`src/rtl/pipe_pkg.sv`:
```
// Shared definitions for the pipeline stage registers: occupancy codes, FSM states,
// reset PC and the flattened payload layouts of each stage boundary.
package pipe_pkg;

  localparam logic [1:0] OCC_EMPTY = 2'd0;
  localparam logic [1:0] OCC_ONE   = 2'd1;
  localparam logic [1:0] OCC_TWO   = 2'd2;

  localparam logic [31:0] RESET_PC = 32'h8000_0000;

  typedef enum logic [1:0] {
    EMPTY,
    FULL,
    FULL_SKID
  } state_e;

  localparam int XLEN   = 32;
  localparam int RD_W   = 5;
  localparam int CTRL_W = 8;

  // Field offsets are LSB positions inside each stage's flattened payload.
  localparam int IFID_PC_LSB    = 0;
  localparam int IFID_INSTR_LSB = IFID_PC_LSB + XLEN;
  localparam int IFID_W         = IFID_INSTR_LSB + XLEN;

  localparam int IDEX_PC_LSB   = 0;
  localparam int IDEX_RS1_LSB  = IDEX_PC_LSB + XLEN;
  localparam int IDEX_RS2_LSB  = IDEX_RS1_LSB + XLEN;
  localparam int IDEX_IMM_LSB  = IDEX_RS2_LSB + XLEN;
  localparam int IDEX_RD_LSB   = IDEX_IMM_LSB + XLEN;
  localparam int IDEX_CTRL_LSB = IDEX_RD_LSB + RD_W;
  localparam int IDEX_W        = IDEX_CTRL_LSB + CTRL_W;

  localparam int EXMEM_PC_LSB    = 0;
  localparam int EXMEM_ALU_LSB   = EXMEM_PC_LSB + XLEN;
  localparam int EXMEM_STORE_LSB = EXMEM_ALU_LSB + XLEN;
  localparam int EXMEM_RD_LSB    = EXMEM_STORE_LSB + XLEN;
  localparam int EXMEM_CTRL_LSB  = EXMEM_RD_LSB + RD_W;
  localparam int EXMEM_W         = EXMEM_CTRL_LSB + CTRL_W;

  localparam int MEMWB_RESULT_LSB = 0;
  localparam int MEMWB_RD_LSB     = MEMWB_RESULT_LSB + XLEN;
  localparam int MEMWB_CTRL_LSB   = MEMWB_RD_LSB + RD_W;
  localparam int MEMWB_W          = MEMWB_CTRL_LSB + CTRL_W;

  function automatic logic [1:0] occ_count(input logic main_valid, input logic skid_valid);
    if (main_valid && skid_valid) return OCC_TWO;
    if (main_valid || skid_valid) return OCC_ONE;
    return OCC_EMPTY;
  endfunction

endpackage

```
`src/rtl/pipe_stage_reg_if.sv`:
```
// One valid/ready/data stream. The stage register takes the upstream side as
// slave and drives the downstream side as master.
interface pipe_stage_reg_if #(
  parameter int DATA_W = 32
) ();
  logic              valid;
  logic              ready;
  logic [DATA_W-1:0] data;

  modport master (output valid, output data, input ready);
  modport slave  (input valid, input data, output ready);
endinterface

```
`src/rtl/pipe_slot.sv`:
```
// One payload register with load enable and a valid bit; clear wins over load
// and leaves the data untouched.
module pipe_slot #(
  parameter int                DATA_W    = 32,
  parameter logic [DATA_W-1:0] RESET_VAL = '0
) (
  input  logic              clk,
  input  logic              rst,
  input  logic              load,
  input  logic              clear,
  input  logic [DATA_W-1:0] d,
  output logic [DATA_W-1:0] q,
  output logic              valid
);

  // NOTE: sequential state is written with <= so every register samples pre-edge values.
  always_ff @(posedge clk) begin
    if (rst) begin
      valid <= 1'b0;
      q     <= RESET_VAL;
    end else begin
      if (clear)     valid <= 1'b0;
      else if (load) valid <= 1'b1;
      // NOTE: a clear only drops the valid bit; stale data is don't-care and is not scrubbed.
      if (load && !clear) q <= d;
    end
  end

endmodule

```
`src/rtl/pipe_stage_reg.sv`:
```
// Generic valid/ready pipeline register: two-entry skid buffer, single register,
// or pure wires, with synchronous flush and an occupancy count.
module pipe_stage_reg
  import pipe_pkg::*;
#(
  parameter int                DATA_W    = 32,
  parameter logic [DATA_W-1:0] RESET_VAL = '0,
  parameter bit                SKID      = 1'b1,
  parameter bit                BYPASS    = 1'b0
) (
  input  logic                clk,
  input  logic                rst,
  input  logic                flush,
  pipe_stage_reg_if.slave     s,
  pipe_stage_reg_if.master    m,
  output logic [1:0]          occupancy
);

  if (BYPASS) begin : g_bypass
    logic unused_clk_rst;
    assign unused_clk_rst = clk ^ rst;

    assign m.valid    = s.valid & ~flush;
    assign s.ready    = m.ready;
    assign m.data     = s.data;
    assign occupancy  = OCC_EMPTY;

  end else if (SKID) begin : g_skid
    state_e            state, state_next;
    logic              s_ready_q;
    logic              in_xfer, out_xfer;
    logic              main_load, main_clear, skid_load, skid_clear;
    logic [DATA_W-1:0] main_d, main_q, skid_q;
    logic              main_valid, skid_valid;

    assign in_xfer  = s.valid & s_ready_q;
    assign out_xfer = m.valid & m.ready;

    // NOTE: every signal written here gets a default first so no latch is inferred.
    always_comb begin
      state_next = state;
      main_load  = 1'b0;
      main_clear = 1'b0;
      skid_load  = 1'b0;
      skid_clear = 1'b0;
      main_d     = s.data;
      if (flush) begin
        state_next = EMPTY;
        main_clear = 1'b1;
        skid_clear = 1'b1;
      end else begin
        case (state)
          EMPTY: begin
            if (in_xfer) begin
              state_next = FULL;
              main_load  = 1'b1;
            end
          end
          FULL: begin
            if (in_xfer && out_xfer) begin
              main_load = 1'b1;
            end else if (out_xfer) begin
              state_next = EMPTY;
              main_clear = 1'b1;
            end else if (in_xfer) begin
              state_next = FULL_SKID;
              skid_load  = 1'b1;
            end
          end
          FULL_SKID: begin
            if (out_xfer) begin
              state_next = FULL;
              main_load  = 1'b1;
              main_d     = skid_q;
              skid_clear = 1'b1;
            end
          end
          default: state_next = EMPTY;
        endcase
      end
    end

    // s_ready is precomputed from the next state so it never depends on s_valid.
    always_ff @(posedge clk) begin
      if (rst) begin
        state     <= EMPTY;
        s_ready_q <= 1'b0;
      end else begin
        state     <= state_next;
        s_ready_q <= (state_next != FULL_SKID);
      end
    end

    pipe_slot #(.DATA_W(DATA_W), .RESET_VAL(RESET_VAL)) u_main (
      .clk(clk), .rst(rst), .load(main_load), .clear(main_clear),
      .d(main_d), .q(main_q), .valid(main_valid)
    );

    pipe_slot #(.DATA_W(DATA_W), .RESET_VAL(RESET_VAL)) u_skid (
      .clk(clk), .rst(rst), .load(skid_load), .clear(skid_clear),
      .d(s.data), .q(skid_q), .valid(skid_valid)
    );

    assign s.ready   = s_ready_q;
    assign m.valid   = (state != EMPTY);
    assign m.data    = main_q;
    assign occupancy = occ_count(main_valid, skid_valid);

  end else begin : g_single
    logic              in_xfer, out_xfer, ready_c;
    logic [DATA_W-1:0] main_q;
    logic              main_valid;

    assign ready_c  = ~rst & (~main_valid | m.ready);
    assign in_xfer  = s.valid & ready_c;
    assign out_xfer = main_valid & m.ready;

    pipe_slot #(.DATA_W(DATA_W), .RESET_VAL(RESET_VAL)) u_main (
      .clk(clk), .rst(rst),
      .load(in_xfer & ~flush),
      .clear(flush | (out_xfer & ~in_xfer)),
      .d(s.data), .q(main_q), .valid(main_valid)
    );

    assign s.ready   = ready_c;
    assign m.valid   = main_valid;
    assign m.data    = main_q;
    assign occupancy = occ_count(main_valid, 1'b0);
  end

endmodule

```
`src/flat_wrapper.sv`:
```
// flat-port wrapper written by rule: the top's interface ports become plain ports
module pipe_stage_reg_flat import pipe_pkg::*;
#(
  parameter int                DATA_W    = 32,
  parameter logic [DATA_W-1:0] RESET_VAL = '0,
  parameter bit                SKID      = 1'b1,
  parameter bit                BYPASS    = 1'b0
)
  (clk, rst, flush, occupancy, s_valid, s_data, s_ready, m_valid, m_data, m_ready);
  pipe_stage_reg_if #(.DATA_W(DATA_W)) s_i ();
  pipe_stage_reg_if #(.DATA_W(DATA_W)) m_i ();
  input  logic clk;
  input  logic rst;
  input  logic flush;
  output logic [1:0] occupancy;
  input wire logic [$bits(s_i.valid)-1:0] s_valid;
  input wire logic [$bits(s_i.data)-1:0] s_data;
  output wire logic [$bits(s_i.ready)-1:0] s_ready;
  output wire logic [$bits(m_i.valid)-1:0] m_valid;
  output wire logic [$bits(m_i.data)-1:0] m_data;
  input wire logic [$bits(m_i.ready)-1:0] m_ready;
  assign s_i.valid = s_valid;
  assign s_i.data = s_data;
  assign s_ready = s_i.ready;
  assign m_valid = m_i.valid;
  assign m_data = m_i.data;
  assign m_i.ready = m_ready;
  pipe_stage_reg #(.DATA_W(DATA_W), .RESET_VAL(RESET_VAL), .SKID(SKID), .BYPASS(BYPASS)) u_core (.clk(clk), .rst(rst), .flush(flush), .s(s_i), .m(m_i), .occupancy(occupancy));
endmodule
```
`config.mk`:
```
export PLATFORM = sky130hd
export DESIGN_NAME = pipe_stage_reg_flat
export DESIGN_NICKNAME = d
export VERILOG_FILES = /design/src/rtl/pipe_pkg.sv /design/src/rtl/pipe_stage_reg_if.sv /design/src/rtl/pipe_slot.sv /design/src/rtl/pipe_stage_reg.sv /design/src/flat_wrapper.sv
export SDC_FILE = /design/constraint.sdc
export NUM_CORES = 1
export LEC_CHECK = 0
export BUFFER_PORTS_ARGS = -buffer_cell sky130_fd_sc_hd__buf_2
export CORE_MARGIN = 2
export CORE_UTILIZATION = 35
export CTS_CLUSTER_DIAMETER = 50
export DETAILED_ROUTE_END_ITERATION = 8
export SLEW_MARGIN = 20
export SYNTH_ARGS = -nofsm -noshare
export SYNTH_HDL_FRONTEND = slang
export SYNTH_SLANG_ARGS = --single-unit
```
`constraint.sdc`:
```
create_clock -name clk -period 1.5 [get_ports clk]
set_clock_uncertainty 0.15 [all_clocks]
set_input_delay 0.15 -clock clk [delete_from_list [all_inputs] [get_ports clk]]
set_output_delay 0.15 -clock clk [all_outputs]
set_load 0.02 [all_outputs]
```
==> results of run 1 <==
-- worst paths after layout --
path              cells after the start                                   start                                 endpoint  slack [ps]
hold / removal                        4                                 m_ready                u_core.s.ready$_SDFF_PP0_          50
setup / recovery                      5       u_core.g_skid.state[1]$_SDFF_PP0_  u_core.g_skid.u_main.q[29]$_SDFFE_PP0P_        -160
hold reg to reg                       2  u_core.g_skid.u_skid.q[0]$_SDFFE_PP0P_   u_core.g_skid.u_skid.q[0]$_SDFFE_PP0P_         310
setup reg to reg                      5       u_core.g_skid.state[1]$_SDFF_PP0_  u_core.g_skid.u_main.q[29]$_SDFFE_PP0P_        -160
-- timing repair --
| item | in CTS | in global routing |
|---|---|---|
| gates cloned | 0 | 2 |
| hold buffers | 34 | 0 |
| endpoints found under the hold margin | 66 | 0 |
| gates resized for setup | 25 | 55 |
| setup buffers | 1 | 5 |
| setup endpoints to repair | 65 | 68 |
| pin swaps | 1 | 1 |
-- synthesized netlist by cell type --
cell type / instances / area (um2)
nor2b_1: 1 / 6.260
o311a_1: 1 / 10.01
nor2_1: 35 / 131.4
buf_2: 10 / 50.05
a21oi_1: 33 / 165.2
nand3b_1: 1 / 7.510
inv_1: 2 / 7.510
nor3_1: 3 / 15.01
a221oi_1: 32 / 280.3
and4b_1: 1 / 10.01
clkbuf_1: 11 / 41.29
o31ai_4: 1 / 21.27
buf_6: 7 / 78.83
nand2_1: 66 / 247.7
nand3_1: 1 / 5.000
nor4_1: 2 / 12.51
nor3_2: 30 / 300.3
ha_1: 1 / 12.51
and3b_1: 2 / 17.52
or2_2: 2 / 12.51
a31oi_1: 1 / 6.260
nand4_1: 1 / 6.260
o2111a_1: 1 / 11.26
and2b_1: 1 / 7.510
o31a_4: 1 / 17.52
dfxtp_1: 69 / 1381
and4bb_2: 1 / 12.51
-- sequential cells by signal (all words and copies together), names as in the netlist --
signal / cells
u_core.g_skid.u_skid.valid: 1
u_core.g_skid.u_main.q: 32
u_core.g_skid.u_main.valid: 1
u_core.s.ready: 1
u_core.g_skid.u_skid.q: 32
u_core.g_skid.state: 2
-- layer usage --
layer / GRT usage [%] / part of all wire, % / vias up
li1: - / - / 1368
met1: 22.28 / 45 / 1341
met2: 30.61 / 50 / 68
met3: 4.230 / 4.2 / 14
met4: 7.729 / 1.7 / 0
met5: 0 / 0 / -
-- final cells by class --
| type | count | area [um2] |
|---|---|---|
| Inverter | 2 | 7.507 |
| Timing Repair Buffer | 137 | 1105 |
| Tap cell | 105 | 131.4 |
| Clock buffer | 12 | 155.1 |
| Sequential cell | 69 | 1388 |
| Clock inverter | 4 | 22.52 |
| Fill cell | 748 | 3586 |
| Multi-Input combinational cell | 218 | 1698 |
-- per-stage QoR --
| step | hold WS, ps | cell area [um2] | total power [mW] |
|---|---|---|---|
| 2_1_floorplan | 70.59 | 2958 | 2.301 |
| 3_3_place_gp | 253.5 | 3516 | 2.489 |
| 3_5_place_dp | 251.3 | 3516 | 2.495 |
| 4_1_cts | 35.77 | 4150 | 3.951 |
| 5_1_grt | 88.56 | 4507 | 4.162 |
| 6_report | 48.13 | 4507 | 3.984 |
-- worst max-delay path: stages (launching register included) --
cell	delay (ps)
dfxtp_2	360
and4b_2	270
o31a_4	420
buf_12	180
nor2_2	100
nor3_2	50
-- cell families (layout without fill, tap and decap cells) --
group | after synthesis | after routing | synth area share (%)
flops | 69 | 69 | 48.04
simple gates | 147 | 147 | 27.55
compound gates | 70 | 70 | 17.80
buf+inv | 30 | 155 | 6.180
fa+ha+maj | 1 | 1 | 0.4351
-- power by group --
group          switching, mW  total [mW]  internal [mW]
clock                  0.681        1.36          0.683
combinational          0.349       0.667          0.319
sequential            0.0568        1.95           1.90
total                   1.09        3.98           2.90
==> impl_results.md, run 1 <==
* Final WL at 8115 um
* Startpoint type of the worst setup path: register
* Most common cell after layout, fill and taps aside: buf_2
* Routed Antenna Nets at 0
* Vias in the first global route at between 2000 and 3000
* Starting density of the core at between 30% and 40%
* Die height at between 90 and 100 um
* Row Count at 33
* Die W at between 90 and 100 um
* Syn nets at between 300 and 400
* CTS clock-pin slew for the worst setup and hold paths at roughly 70 ps
* Mapped Cells at 317
* Post-DP HPWL at slightly below 5000 um
* Sequential-to-total area share from yosys stat at 48.04%
* Remaining DRCs at 0
* Pleak at 1.747 nW
* Congestion Overflow GR at 0
* Syn_area_per_cell at 9.070 um2
* Vias at 2791
* Clk sink count at between 60 and 70
* Setup TNS at -4482 ps
* Place WS at -156.2 ps
* Wire per inst at around 15 um
* H-tree depth at 3
* Maximum VDD drop at 456.0 uV
* Final setup viols at 46
* First-pass GRT wire length at 12810 um
* Diodes inserted at 0
* Final nets at 475
* Placed Cells at 489
* Pwr dens at around 880 nW/um2
* Cell variety after synth at 27
* Synth Register Bits at 69
* Root Buffer: clkbuf_8
* P&R area growth vs syn at 56.74%
* CP Data Required Time at roughly 1600 ps
* Synth Cell Area at 2875 um2
* CTS tree: built
* Tcrit/Tclk final at 110.7%
* Tot GR Track Use at 18.21%
* Cell Count, Final, Fillers Out at 547
* Largest net degree at the start of global routing at 42
* Drt pass-1 iters at 4
* Commonest non-fill, non-tap cells in the layout: buf_2 (71), dfxtp_1 (66), nand2_1 (63)
* CP arrival at 1730 ps
* Layout cells sized above 1 at between 50% and 60%
* Violated checks: negative setup slack
* Number of buffers created by CTS at 9
* Port Buf Inserts at 72
* Final Worst Setup Slack at -159.8 ps
* Ys Warns at 0
* DR iter-0 viols at 88
* Max Cap Viol at 0
* Die area at 8956 um2
* HP Class: in2reg
* Slew Viols, Final at 0
* Antenna violations before repair at 0
* Num ports at 73
* GPL Wtd Cong at 0.7951
* Crit Path Max Fanout at 14
* Unrepaired setup endpoints after global routing: true
* Fin util at 55.69%
* Critical path type: reg2reg
* Final worst path period need at 1660 ps
* Slew margin rel. at between 70% and 80%
* Longest Clk Path Bufs at 2
* Via/cell ratio at 5.102
* CP Capture Type: register
* Outcome: finished, violations left
* Worst-Skew Late Latency at between 300 and 400 ps
* Worst slew pin tran at 325.1 ps
* CORE AREA at 8093 um2
* F_max at 602.5 MHz
* Final hold vios at 0
Note: power is estimated with default switching activity, not from simulation.
==> run 2, diff against run 1 <==
--- a/config.mk
+++ b/config.mk
@@ -5,6 +5,7 @@
 export SDC_FILE = /design/constraint.sdc
 export NUM_CORES = 1
 export LEC_CHECK = 0
+export ABC_AREA = 1
 export BUFFER_PORTS_ARGS = -buffer_cell sky130_fd_sc_hd__buf_2
 export CORE_MARGIN = 2
 export CORE_UTILIZATION = 35
==> impl_results.md, run 2 <==
* Ys Warns at 0 (unchanged)
* Biggest regs: u_core.g_skid.u_main.q x32, u_core.g_skid.u_skid.q x32, u_core.g_skid.state x2
* Syn nets at 591 (+66%)
* Congestion Overflow GR at 0 (unchanged)
* CORE AREA at 9284 um2 (+15%)
* Max Cap Viol at 0 (unchanged)
* Violated checks: negative setup slack
* Critical path type: reg2reg
* Clk pwr share at 40.3% (+6.1 points)
* Routed Antenna Nets at 0 (unchanged)
* Startpoint type of the worst setup path: register
* P_int at 3.061 mW (+5.6%)
* Cell Count, Final, Fillers Out at 797 (+46%)
* Placed Area at 3880 um2 (+10%)
* Power Total at 4.147 mW (+4.1%)
* Worst slew pin tran at 292.3 ps (-32.78 ps)
* Diodes inserted at 0 (unchanged)
* Drt pass-1 iters at 4 (unchanged)
* Synth Register Bits at 69 (unchanged)
* Commonest non-fill, non-tap cells in the layout: nand2_1 (195), nor2_1 (118), buf_2 (72)
* CTS tree: built
* Largest net degree at the start of global routing at 46 (+9.5%)
* Number of flops mapped to enable cells by yosys at 0 (unchanged)
* H-tree depth at 3 (unchanged)
* Slew Viols, Final at 0 (unchanged)
* CTS clock-pin slew for the worst setup and hold paths at 80 ps (about the same)
* Main synth FF type: dfxtp_1
* Dominant cells by area after synthesis: dfxtp_1 (41%), nand2_1 (23%), nor2_1 (15%), inv_1 (7.7%), nand4_1 (6.3%)
* HP Class: in2reg
* Post-route cell area at 4752 um2 (+5.4%)
* Layout cells sized above 1 at 21.71% (-29 points)
* CP delay by family, top: buffers and inverters
* Cell variety after synth at 17 (-37%)
* Unrepaired setup endpoints after global routing: true
* Placed Cells at 737 (+51%)
* Sequential-to-total area share from yosys stat at 41.09% (-7.0 points)
* Final WL at 9725 um (+20%)
* Mapped Cells at 553 (+74%)
* Worst-Skew Late Latency at 350 ps (+20 ps)
* Port Buf Inserts at 72 (unchanged)
* CP Capture Type: register
* Die W at 102.0 um (+7.8%)
* Remaining DRCs at 0 (unchanged)
* Seq pwr share at 46.0% (-3.0 points)
* Final nets at 701 (+48%)
* Num ports at 73 (unchanged)
* Ys async rst share at 0% (unchanged)
* Synth Cell Area at 3362 um2 (+17%)
* Slew margin rel. at 80.49% (+2.2 points)
* Die area at 10410 um2 (+16%)
* Number of buffers created by CTS at 9 (unchanged)
* Slowest Stage Delay on Critical Path at 390 ps (-30 ps)
* CP arrival at 1610 ps (-120 ps)
* Post-DP HPWL at 5444 um (+13%)
* Outcome: finished, violations left
* Root Buffer: clkbuf_8
* Antenna violations before repair at 0 (unchanged)
* Row Count at 35 (+6.1%)
* Pwr dens at 872.7 nW/um2 (-1.3%)
* Share of the synthesized area in the top cell type at 41.09% (-7.0 points)
* Maximum VDD drop at 408.8 uV (-10%)
* Longest Clk Path Bufs at 2 (unchanged)
* Tot GR Track Use at 17.47% (-0.74 points)
* Tcrit/Tclk final at 100.4% (-10 points)
* Final Worst Setup Slack at -6.624 ps (+153.1 ps)
* WHS at 29.68 ps (-18.44 ps)
* Final setup viols at 7 (-85%)
* Final hold vios at 0 (unchanged)
* Most common cell after layout, fill and taps aside: nand2_1
* Setup TNS at -30.19 ps (+4452 ps)
* Most common cell in the netlist: nand2_1
* Starting density of the core at 36.21% (+0.68 points)
* Most frequent CP cell: nor2_1
* Vias at 3554 (+27%)
* Crit Path Max Fanout at 17 (+3)
* Via/cell ratio at 4.459 (-13%)
* Pleak at 2.603 nW (+49%)
* CP Data Required Time at 1600 ps (+30 ps)
* Psw at 1.086 mW (about the same)
* Final worst path period need at 1507 ps (-153.1 ps)
* Wire per inst at 12.20 um (-18%)
* Die height at 102.0 um (+7.8%)
* CP cell instances: inv_4, nor2_4, nand4_1, buf_6, clkbuf_16, nor2_1, nor2_1
* GPL Wtd Cong at 0.7688 (-3.3%)
* Top post-synthesis cells by count: nand2_1 (203), nor2_1 (133), dfxtp_1 (69), inv_1 (69), nand4_1 (34)
* First-pass GRT wire length at 14470 um (+13%)
* Sw Ratio at 26.20% (-1.1 points)
* Syn_area_per_cell at 6.080 um2 (-33%)
* Vias in the first global route at 3209 (+19%)
* P&R area growth vs syn at 41.35%
* Slowest CP cell: dfxtp_4
* CP bufs+invs at 3 (+2)
* Yosys top cell by area: dfxtp_1
* DR iter-0 viols at 166 (+89%)
* Power share of the combinational group at 13.7% (-3.0 points)
* Clk sink count at 69 (unchanged)
* F_max at 663.7 MHz (+10%)
## run 2: cell types whose count changed in the layout (fill, tap and decap cells not counted), moves of 22 or more
| cell | before | now |
|---|---|---|
| a221oi_2 | 22 | 0 |
| inv_1 | 2 | 68 |
| nand2_1 | 63 | 195 |
| nand4_1 | 1 | 34 |
| nor2_1 | 4 | 118 |
| nor3_2 | 30 | 0 |
## run 2: power groups by stage
stage / clock network (mW) / logic (mW) / registers [mW]
final: 1.67 / 0.568 / 1.91
after global routing: 1.81 / 0.633 / 1.91
after CTS: 1.71 / 0.519 / 1.91
after detailed placement: 0 / 0.449 / 1.95
after global placement: 0 / 0.446 / 1.95
after floorplan: 0 / 0.215 / 2.01
## run 2: worst paths after layout
| kind | to | slack [ps] | startpoint | cells after the start |
|---|---|---|---|---|
| worst min-delay path | u_core.g_skid.state[1]$_SDFF_PP0_ | 30 | m_ready | 4 |
| worst max register to register | u_core.g_skid.u_skid.q[31]$_SDFFE_PP0P_ | -7 | u_core.g_skid.state[0]$_SDFF_PP0_ | 7 |
| worst max-delay path | u_core.g_skid.u_skid.q[31]$_SDFFE_PP0P_ | -7 | u_core.g_skid.state[0]$_SDFF_PP0_ | 7 |
| worst min register to register | u_core.g_skid.u_skid.valid$_SDFFE_PP0N_ | 310 | u_core.g_skid.u_skid.valid$_SDFFE_PP0N_ | 2 |
## run 2: logic make-up (layout without fill, tap and decap cells)
| group | count (synthesis) | count (layout) | share of synthesized area [%] |
|---|---|---|---|
| compound gates | 6 | 6 | 0.9676 |
| flops | 69 | 69 | 41.09 |
| simple gates | 373 | 373 | 44.32 |
| buf+inv | 104 | 219 | 13.25 |
| fa+ha+maj | 1 | 1 | 0.3721 |
## run 2: repair_timing
action	in CTS	in global routing
hold endpoints to repair	66	0
gates resized for setup	0	47
setup buffers	0	2
hold buffers	34	0
setup endpoints to repair	0	63
## run 2: worst reg2reg max path: stages (launching register included)
cell and delay (ps):
dfxtp_4 390, inv_4 50, nor2_4 80, nand4_1 200
buf_6 210, clkbuf_16 180, nor2_1 100, nor2_1 50
## run 2: layout make-up
class,count,area [um2]
multi-input combinational,380,1629
fill,988,4532
clock inverter,6,87.58
tap,129,161.4
inverter,71,271.5
timing repair buffer,132,1085
clock buffer,10,127.6
sequential,69,1390
## run 2: metrics by stage
stage	util (%)	setup WS, ps
after floorplan	-	11.52
after global placement	41.79	108.4
after detailed placement	41.79	64.55
after CTS	47.78	57.86
after global routing	51.19	-64.41
final	51.19	-6.624
## run 2: routing by layer
| metal | GRT usage, % | part of all wire, % | vias to the layer above |
|---|---|---|---|
| met5 | 0 | 0 | - |
| met4 | 5.231 | 0.97 | 0 |
| met2 | 29.40 | 46 | 95 |
| met1 | 22.17 | 47 | 1583 |
| li1 | - | - | 1866 |
| met3 | 4.378 | 5.3 | 10 |
==> run 3, diff against run 2 <==
--- a/config.mk
+++ b/config.mk
@@ -7,7 +7,6 @@
 export LEC_CHECK = 0
 export ABC_AREA = 1
 export BUFFER_PORTS_ARGS = -buffer_cell sky130_fd_sc_hd__buf_2
-export CORE_MARGIN = 2
 export CORE_UTILIZATION = 35
 export CTS_CLUSTER_DIAMETER = 50
 export DETAILED_ROUTE_END_ITERATION = 8
==> impl_results.md, run 3 (synthesis results as in run 2) <==
* Most frequent CP cell: nor2_1
* Via/cell ratio at 4.380 (-1.8%)
* Die W at 100.0 um (-2.0%)
* Maximum VDD drop at 390.1 uV (-4.6%)
* Final WL at 8718 um (-10%)
* Post-route cell area at 4512 um2 (-5.1%)
* Reg2Reg Setup Slack at 80 ps (+80 ps)
* Worst slew pin tran at 313.2 ps (+20.93 ps)
* Outcome: complete, no violations
* Number of buffers created by CTS at 9 (unchanged)
* Wire per inst at 11.05 um (-9.4%)
* Pleak at 2.501 nW (-3.9%)
* Remaining DRCs at 0 (unchanged)
* Final setup viols at 0 (-7)
* Num ports at 73 (unchanged)
* HP Class: in2reg
* Vias at 3456 (-2.8%)
* Final hold vios at 0 (unchanged)
* Antenna violations before repair at 0 (unchanged)
* Diodes inserted at 0 (unchanged)
* Worst reg2reg path depth at 7 (unchanged)
* GPL Wtd Cong at 0.8316 (+8.2%)
* F_max at 702.9 MHz (+5.9%)
* Final nets at 695 (-0.86%)
* Tot GR Track Use at 18.56% (+1.1 points)
* Startpoint type of the worst setup path: register
* P&R area growth vs syn at 34.20%
* Hold Crit Depth at 4 (unchanged)
* Layout cells sized above 1 at 17.42% (-4.3 points)
* CTS clock-pin slew for the worst setup and hold paths at 70 ps (about the same)
* Hold EP: u_core.g_skid.state[1]$_SDFF_PP0_
* CTS tree: built
* Routed Antenna Nets at 0 (unchanged)
* Worst-Skew Late Latency at 330 ps (-20 ps)
* Placed Cells at 737 (unchanged)
* Slew Viols, Final at 0 (unchanged)
* DR iter-0 viols at 163 (-1.8%)
* Placed Area at 3880 um2 (unchanged)
* Congestion Overflow GR at 0 (unchanged)
* CP delay by family, top: buffers and inverters
* Setup TNS at 0 ps (+30.19 ps)
* First-pass GRT wire length at 14760 um (+2.0%)
* Die area at 10000 um2 (-3.9%)
* Commonest non-fill, non-tap cells in the layout: nand2_1 (203), nor2_1 (130), buf_2 (73)
* CP bufs+invs at 3 (unchanged)
* Crit Path Max Fanout at 31 (+14)
* CP cell instances: inv_2, nor2_2, nand4_1, buf_4, buf_8, nor2_1, nor2_1
* Reg-to-Reg End: u_core.g_skid.u_skid.q[29]$_SDFFE_PP0P_
* WHS at 36.08 ps (+6.398 ps)
* Starting density of the core at 36.21% (unchanged)
* Slew margin rel. at 79.09% (-1.4 points)
* Reg2Reg Launch Point: u_core.g_skid.state[0]$_SDFF_PP0_
* CORE AREA at 9284 um2 (unchanged)
* Final worst path period need at 1423 ps (-83.85 ps)
* Slowest CP cell: dfxtp_4
* Post-DP HPWL at 5304 um (-2.6%)
* Pwr dens at 863.0 nW/um2 (-1.1%)
* Die height at 100.0 um (-2.0%)
* Most common cell after layout, fill and taps aside: nand2_1
* Clk sink count at 69 (unchanged)
* Port Buf Inserts at 72 (unchanged)
* Fill cells at 959 (-2.9%)
* CP arrival at 1500 ps (-110 ps)
* Tcrit/Tclk final at 94.85% (-5.6 points)
* Fin util at 48.60% (-2.6 points)
* Hold Startpoint: m_ready
* Cell Count, Final, Fillers Out at 789 (-1.0%)
* H-tree depth at 3 (unchanged)
* Slowest Stage Delay on Critical Path at 380 ps (about the same)
* Biggest regs: u_core.g_skid.u_main.q x32, u_core.g_skid.u_skid.q x32, u_core.g_skid.state x2
* Longest Clk Path Bufs at 2 (unchanged)
* CP Capture Type: register
* Critical path type: reg2reg
* Vias in the first global route at 3292 (+2.6%)
* Drt pass-1 iters at 4 (unchanged)
* Root Buffer: clkbuf_8
* Row Count at 35 (unchanged)
* Max Cap Viol at 0 (unchanged)
* Largest net degree at the start of global routing at 37 (-20%)
* CP Data Required Time at 1580 ps (-20 ps)
run 3: where the power goes:
group,switching [mW],internal [mW],total (mW)
Sequential,0.0260,1.88,1.91
Combinational,0.297,0.223,0.520
Clock,0.669,0.795,1.46
run 3: what timing repair did:
item | CTS | global route
setup endpoints to repair | 0 | 64
endpoints found under the hold margin | 64 | 0
setup buffers | 0 | 2
resized for setup | 0 | 22
hold buffers | 34 | 0
run 3: worst max-delay path by stage:
stage,from,to,cells after the start
2_1_floorplan,u_core.g_skid.state[1]$_SDFF_PP0_,u_core.g_skid.u_main.q[0]$_SDFFE_PP0P_,8
3_3_place_gp,u_core.g_skid.state[1]$_SDFF_PP0_,u_core.g_skid.u_main.q[22]$_SDFFE_PP0P_,8
3_5_place_dp,u_core.g_skid.state[1]$_SDFF_PP0_,u_core.g_skid.u_main.q[18]$_SDFFE_PP0P_,8
4_1_cts,flush,u_core.g_skid.u_main.q[31]$_SDFFE_PP0P_,9
5_1_grt,u_core.g_skid.state[1]$_SDFF_PP0_,u_core.g_skid.u_main.q[6]$_SDFFE_PP0P_,7
6_report,u_core.g_skid.state[0]$_SDFF_PP0_,u_core.g_skid.u_skid.q[29]$_SDFFE_PP0P_,7
run 3: routing by layer:
metal,vias up,part of all wire [%],wire length (um),track usage (%)
met5,-,0,0,0
met4,0,1.3,110,6.466
met3,7,4.2,363,4.178
met2,70,46,4042,32.79
met1,1527,48,4201,22.16
li1,1852,-,-,-
run 3: stage by stage:
step | total power, mW | setup WS [ps]
after floorplan | 2.226 | 11.52
after global placement | 2.398 | 121.7
after detailed placement | 2.400 | 43.50
after CTS | 3.943 | 16.35
after global routing | 4.086 | -1.566
final | 3.894 | 77.23
run 3: area by class of cell:
class / count / area (um2) / area share, %
flip-flops and latches: 69 / 1386 / 30.73
multi-input cells: 380 / 1553 / 34.41
clock inverters: 2 / 35.03 / 0.7765
clock buffers: 12 / 145.1 / 3.217
repair buffers: 126 / 964.7 / 21.38
well taps: 129 / 161.4 / 3.577
inverters: 71 / 266.5 / 5.907
run 3: worst reg2reg max path, stage by stage (launching register included):
cell     delay, ps
dfxtp_4        380
inv_2           60
nor2_2         100
nand4_1        110
buf_4          180
buf_8          170
nor2_1         120
nor2_1          50
